--- config.mk ---
export PLATFORM = sky130hd
export DESIGN_NAME = brg_hcc_req_fifo
export DESIGN_NICKNAME = d
export VERILOG_FILES = /design/src/rtl/brg_hcc_req_fifo.sv
export SDC_FILE = /design/constraint.sdc
export NUM_CORES = 1
export LEC_CHECK = 0
export ABC_AREA = 1
export ABC_CLOCK_PERIOD_IN_PS = 11200
export BUFFER_PORTS_ARGS = -buffer_cell sky130_fd_sc_hd__buf_2
export CELL_PAD_IN_SITES_DETAIL_PLACEMENT = 1
export CELL_PAD_IN_SITES_GLOBAL_PLACEMENT = 1
export CORE_AREA = 8 8 195 197
export CTS_BUF_LIST = sky130_fd_sc_hd__clkbuf_8
export CTS_CLUSTER_DIAMETER = 60
export DETAILED_ROUTE_END_ITERATION = 12
export DIE_AREA = 0 0 203 205
export PLACE_DENSITY = 0.6
export SYNTH_ARGS = -nofsm -noshare
export SYNTH_HDL_FRONTEND = slang
export SYNTH_SLANG_ARGS = --single-unit
--- constraint.sdc ---
create_clock -name clk_i -period 11.2 [get_ports clk_i]
set_clock_uncertainty 0.05 [all_clocks]
set_input_delay 1.12 -clock clk_i [delete_from_list [all_inputs] [get_ports clk_i]]
set_output_delay 1.12 -clock clk_i [all_outputs]
set_load 0.05 [all_outputs]
--- src/rtl/brg_hcc_req_fifo.sv ---
// Outgoing-request FIFO between the HCC core request port and the manycore endpoint.
// Optional stall statistic counter enabled by defining BRG_HCC_REQ_FIFO_STATS_EN.
module brg_hcc_req_fifo #(
    parameter int packet_width_p    = 76,
    parameter int els_p             = 4,
    parameter int max_out_credits_p = 200,
    parameter int credit_reserve_p  = 0,
    parameter int credit_width_lp   = $clog2(max_out_credits_p + 1)
) (
    input  logic                          clk_i,
    input  logic                          reset_i,
    input  logic                          freeze_i,
    input  logic                          in_v_i,
    input  logic [packet_width_p-1:0]     in_packet_i,
    output logic                          in_ready_o,
    output logic                          out_v_o,
    output logic [packet_width_p-1:0]     out_packet_o,
    input  logic                          out_credit_or_ready_i,
    input  logic [credit_width_lp-1:0]    out_credits_i,
    output logic [$clog2(els_p+1)-1:0]    count_o,
    output logic                          empty_o,
    output logic [31:0]                   stall_cycles_o
);

    localparam int ptr_width = $clog2(els_p);
    localparam int cnt_width = $clog2(els_p + 1);

    localparam logic [cnt_width-1:0]       cnt_full = cnt_width'(els_p);
    localparam logic [credit_width_lp-1:0] reserve  = credit_width_lp'(credit_reserve_p);

    localparam logic [0:0] FROZEN = 1'b0;
    localparam logic [0:0] RUN    = 1'b1;

    logic [packet_width_p-1:0] mem [els_p];
    logic [ptr_width-1:0]      wptr;
    logic [ptr_width-1:0]      rptr;
    logic [cnt_width-1:0]      count;
    logic [0:0]                state;
    logic                      enq;
    logic                      deq;
    logic                      not_empty;

    assign not_empty    = (count != '0);
    assign in_ready_o   = (count != cnt_full);
    assign enq          = in_v_i & in_ready_o;
    // Issue never looks at ready, so ready may depend on out_v_o without a loop.
    assign out_v_o      = (state == RUN) & not_empty & (out_credits_i > reserve);
    assign deq          = out_v_o & out_credit_or_ready_i;
    assign out_packet_o = mem[rptr];
    assign count_o      = count;
    assign empty_o      = ~not_empty;

    always_ff @(posedge clk_i) begin
        if (enq) begin
            mem[wptr] <= in_packet_i;
        end
    end

    always_ff @(posedge clk_i or posedge reset_i) begin
        if (reset_i) begin
            wptr  <= '0;
            rptr  <= '0;
            count <= '0;
            state <= FROZEN;
        end else begin
            state <= freeze_i ? FROZEN : RUN;
            if (enq) begin
                wptr <= wptr + ptr_width'(1);
            end
            if (deq) begin
                rptr <= rptr + ptr_width'(1);
            end
            case ({enq, deq})
                2'b10:   count <= count + cnt_width'(1);
                2'b01:   count <= count - cnt_width'(1);
                default: count <= count;
            endcase
        end
    end

`ifdef BRG_HCC_REQ_FIFO_STATS_EN
    logic [31:0] stall_cycles;

    always_ff @(posedge clk_i or posedge reset_i) begin
        if (reset_i) begin
            stall_cycles <= '0;
        end else if (not_empty && !deq && (stall_cycles != '1)) begin
            stall_cycles <= stall_cycles + 32'd1;
        end
    end

    assign stall_cycles_o = stall_cycles;
`else
    assign stall_cycles_o = '0;
`endif

endmodule

==> reports/results.txt, run 1 <==
vias in the first global route = 7798
sequential area share after synthesis = 0.776
Die X = 203 microns
Final Critical Period = 4.52 ns
DP Area = 13200 sq um
Core ar. = 35000 sq um
clock root buffer = clkbuf_8
Mapped Cells = 839
Fin Setup TNS = 0 ns
crit path cell chain = inv_4, buf_4, o21ai_0, o22ai_1, buf_2
synth-to-layout area growth = 16.8%
Synth area leaders = edfxtp_1 76%, o21ai_0 6.0%, nor2_1 5.0%, o22ai_1 4.0%, buf_4 2.1%
GPL Wtd Cong = 0.696
Max Slew Vio Count = 0
Total GRT Usage = 0.137
CTS Buf Count = 53
CTS tree = yes
initial detailed-routing violation count = 251
post-DR vias/cell = 4.80
Synth Warn # = 0
layout cells sized above 1 = 0.235
first-pass GRT wire length = 44800 microns
CP Capture Type = output pin
cts repair resizes = 0
post-DP HPWL = 17000 microns
Max clock buf depth = 3
status = finished, final reports clean
gr ovfl total = 0
Max IR drop VDD = 160 uV
final worst slack = 6.68 ns
worst slew pin tran = 1.01 ns
Yosys top cell area share = 0.759
antenna violations before repair = 3
Seq cells post-synth = 312
die span in y = 205 microns
WP data arrival = 3.35 ns
Setup CP Type = register to output pin
Nets = 1121
R2R setup slack = 8.57 ns
P per Cell Area = 309 nW/um^2
post-DR wirelength/cell = 19.2 microns
Clock Latency Late Sink = 0.54 ns
post-synthesis average cell area = 14.3 sq um
placed instance count = 1432
H-tree levels = 2
hold_buf cts = 0
Final period util = 0.404
max incr delay on CP = 0.76 ns
worst hold path class = input port to async pin
Setup Buffers After CTS = 0
largest net degree at the start of global routing = 87
Worst Path Required = 10.03 ns
Fillers = 3721
drt drc = 0
routed wire length = 29100 microns
routed vias = 7301
Max-Cap Viols = 0
relative slew slack = 0.324
CP Buf/Inv Count = 3
Crit-path slowest cell = buf_4
Final Util = 0.402
endpoints failing setup = 0
leakage power = 5.03 nW
clock sinks = 312
Pre-antenna DRT Iters = 4
Max Fclk = 0.221 GHz
Place WS = 7.25 ns
Final Non-Filler Cells = 1521
Mapped Area = 12000 sq um
post-route cell area = 14000 sq um
die footprint = 41600 sq um
Initial Utilization = 0.344
PortBufs = 170
Ports = 203
Fin. Hold Viols = 0
CP max FO = 86
Yosys top cell by area = edfxtp_1
delay-heaviest family, CP = buffers and inverters
Final ANT Viol Nets = 0
clock slew at reported path FFs = 0.06 ns
Distinct cells, synth = 26
row count = 69
Worst setup SP type = register
unrepaired setup endpoints after global routing = false
[path summary, 6_finish.rpt]
kind,startpoint,endpoint,depth (start not counted)
hold reg to reg,count_o[0],count_o[0],1
hold / removal,reset_i,state,2
min in group clk_i,count_o[0],count_o[0],1
setup reg to reg,count_o[0],mem[3][1],6
max in group asynchronous,reset_i,rptr[0],2
setup / recovery,rptr[0],out_packet_o[63],5
[Yosys cell counts]
cell / n
xnor2_1: 1
xor2_1: 3
a21oi_1: 3
ha_1: 5
nand2_2: 1
nor3_1: 1
buf_2: 11
fa_1: 1
nand4_1: 2
o21ai_1: 10
o21ai_0: 144
inv_2: 1
inv_4: 1
inv_1: 23
buf_4: 34
clkbuf_1: 20
edfxtp_1: 304
clkbuf_2: 3
dfrtp_1: 8
nand2_1: 12
buf_1: 1
buf_6: 12
o22ai_1: 76
conb_1: 1
nand3_1: 1
nor2_1: 160
[metal layers]
metal	share of wire	vias up	GRT usage	wire length, microns
met5	0.00079	-	0	23
met4	0.013	4	0.0326	392
met3	0.064	37	0.0395	1880
met2	0.49	181	0.238	14300
met1	0.43	3662	0.167	12500
li1	-	3417	-	-
[where the power goes]
group | internal, mW | switching [mW]
Clock | 0.457 | 0.422
Combinational | 0.365 | 1.50
Sequential | 1.54 | 0.0617
[logic make-up (layout without fill, tap and decap cells)]
family                   after synthesis  after routing  share of synthesized area
other                                  1             33                   0.000312
XOR/XNOR                               4              4                    0.00291
AO/OA/AOI/OAI                        233            233                      0.105
AND/OR/NAND/NOR                      177            177                     0.0561
buffers and inverters                106            295                     0.0529
flip-flops                           312            312                      0.776
adder cells (fa/ha/maj)                6              6                    0.00687
[cell usage in the layout (no fill, tap or decap), types with 2 or more instances in the layout]
cell type  netlist  final
o21ai_0        144    144
nor2_4           0      4
clkinv_2         0      4
a21oi_1          3      3
ha_1             5      5
inv_1           23     39
o21ai_1         10     10
o22ai_1         76     76
buf_4           34     12
nand4_1          2      2
nor2_1         160    156
clkbuf_8         0     53
dfrtp_1          8      6
clkinv_1         0     14
nand2_1         12     12
buf_2           11    170
edfxtp_1       304    304
xor2_1           3      3
conb_1           1     32
[stage by stage]
stage,hold slack (ns),power (mW)
6_report,0.471,4.34
5_1_grt,0.456,4.61
4_1_cts,0.438,4.43
3_5_place_dp,0.496,3.54
3_3_place_gp,0.492,3.51
2_1_floorplan,0.507,3.06
[worst register-to-register path, stage by stage (launching register included)]
cell and delay, ns:
dfrtp_1 0.43, nor2_1 0.08, nand2_1 0.09, nand2_2 0.19, nor2_4 0.29, buf_4 0.52
buf_4 0.60
[flip-flops by register name, indices dropped and copies added, names as in the netlist]
name     count
state        1
count_o      3
rptr         2
mem        304
wptr         2
[layout make-up]
cell class	count	area [sq um]	area share
antenna	1	2.50	0.000178
clock buffer	53	729	0.0519
clock inverter	35	163	0.0116
inverter	25	96.3	0.00686
multi-input combinational	452	2200	0.157
sequential	312	9330	0.665
tap	461	577	0.0411
timing repair buffer	182	941	0.0670
Note: power is estimated with default switching activity, not from simulation.
==> inputs of run 2 (changes only) <==
- ABC_CLOCK_PERIOD_IN_PS: 11200 -> 3600
- PLACE_DENSITY: 0.6 -> 0.62
- clock period: 11.2 -> 3.6 ns (I/O delays scaled with it)
==> run 2 against run 1 <==
  * First-iteration DRC count is 18% higher
  * Count of clock-buffer cells in the layout up 7
  * Design area increased by 6.9%
  * Critical path depth unchanged
  * Die area did not move
  * Critical path type unchanged
  * Critical endpoint is now out_packet_o[75]
  * Largest power group unchanged
==> reports/results.txt, run 2 (synthesis results as in run 1) <==
top layer in use = met4
CTS tree = yes
R2R setup slack = 1.28 ns
worst slew pin tran = 0.686 ns
Hold EP = rptr[0]
Ports = 203
Initial Utilization = 0.344
most common cell after layout, fill and taps aside = edfxtp_1
Final Non-Filler Cells = 1614
H-tree levels = 2
Final period util = 0.800
layout cells sized above 1 = 0.228
CP Capture Type = output pin
leakage power = 5.46 nW
Clock Latency Late Sink = 0.57 ns
vias in the first global route = 8331
unrepaired setup endpoints after global routing = false
die footprint = 41600 sq um
die span in y = 205 microns
synth-to-layout area growth = 24.9%
status = finished, final reports clean
gr ovfl total = 0
PortBufs = 170
max FFs per register = 304
Hold Startpoint = out_credit_or_ready_i
Final ANT Viol Nets = 0
relative slew slack = 0.543
met1 WL = 13200 microns
clock root buffer = clkbuf_8
Top reg by flops = mem
Fillers = 3691
r2r worst-path depth = 10
endpoints failing setup = 0
Max Fclk = 0.347 GHz
Max-Cap Viols = 0
post-DP HPWL = 18200 microns
worst hold path class = input port to register
first-pass GRT wire length = 47900 microns
Pre-antenna DRT Iters = 4
drt drc = 0
clock slew at reported path FFs = 0.06 ns
most frequent cells in the layout = 304 x edfxtp_1, 170 x buf_2, 156 x nor2_1
Core ar. = 35000 sq um
P per Cell Area = 930 nW/um^2
post-DR vias/cell = 4.74
Max clock buf depth = 3
post-DR wirelength/cell = 19.1 microns
Final Util = 0.429
CTS Buf Count = 53
placed instance count = 1435
Setup CP Type = register to output pin
Final Critical Period = 2.88 ns
GPL Wtd Cong = 0.719
Total GRT Usage = 0.146
initial detailed-routing violation count = 295
antenna violations before repair = 3
area of the multi-input gates = 2200 sq um
Max Slew Vio Count = 0
Worst Path Required = 3.19 ns
WL met3 = 1930 microns
R2R Path Start = count_o[0]
Reg-to-Reg End = count_o[2]
Max IR drop VDD = 468 uV
routed wire length = 30800 microns
clock sinks = 312
DR WL met2 = 15200 microns
register area = 9330 sq um
hold depth = 3
routed vias = 7653
Fin. Hold Viols = 0
Nets = 1202
largest net degree at the start of global routing = 155
row count = 69
Fin Setup TNS = 0 ns
Worst setup SP type = register
Die X = 203 microns
WP data arrival = 2.47 ns
CP max FO = 62
[run 2: cell types whose count changed in the layout (fill, tap and decap cells not counted)]
cell,delta
dlygate4sd3_1,+78
clkbuf_8,+7
clkinv_1,-5
inv_1,+5
buf_12,+3
clkinvlp_4,+3
diode_2,+2
[run 2: worst max-delay path, stage by stage (launching register included)]
cell     delay, ns
dfrtp_4       0.50
inv_4         0.37
buf_12        0.32
o21ai_0       0.13
o22ai_1       0.26
buf_2         0.33
[run 2: metal layers]
| metal | track usage | vias up |
|---|---|---|
| met2 | 0.250 | 194 |
| met1 | 0.177 | 3827 |
| met3 | 0.0435 | 41 |
| met5 | 0 | - |
| met4 | 0.0417 | 0 |
| li1 | - | 3591 |
[run 2: final cells by class]
cell class	count	share of cell area
Sequential cell	312	0.622
Multi-Input combinational cell	452	0.147
Timing Repair Buffer	263	0.119
Clock buffer	60	0.0550
Tap cell	461	0.0384
Clock inverter	38	0.0123
Inverter	25	0.00642
Antenna cell	3	0.000500
[run 2: worst max-delay path by stage]
stage	slack [ns]	to	startpoint
2_1_floorplan	-0.30	mem[0][0]	count_o[1]
3_3_place_gp	1.29	out_packet_o[75]	rptr[0]
3_5_place_dp	1.26	out_packet_o[75]	rptr[0]
4_1_cts	0.63	out_packet_o[75]	rptr[0]
5_1_grt	0.52	out_packet_o[55]	rptr[0]
6_report	0.72	out_packet_o[75]	rptr[0]
[run 2: power by group]
part | switching (mW) | internal, mW | leakage (nW)
combinational | 4.78 | 1.24 | 2.00
clock | 1.37 | 1.59 | 0.588
sequential | 0.189 | 4.78 | 2.87
[run 2: timing repair]
action                    4_1_cts  5_1_grt
setup buffers                   0        0
resized for setup               0        0
hold endpoints to repair      313        0
hold buffers                   78        0
[run 2: metrics by stage]
step / total power, mW / hold slack [ns] / instance area [sq um] / setup slack, ns
4_1_cts: 14.2 / 0.00977 / 15000 / 0.632
2_1_floorplan: 9.48 / 0.126 / 12100 / -0.299
3_3_place_gp: 11.0 / 0.314 / 13200 / 1.29
3_5_place_dp: 11.1 / 0.311 / 13200 / 1.26
6_report: 14.0 / 0.0719 / 15000 / 0.722
5_1_grt: 14.8 / 0.0477 / 15000 / 0.521
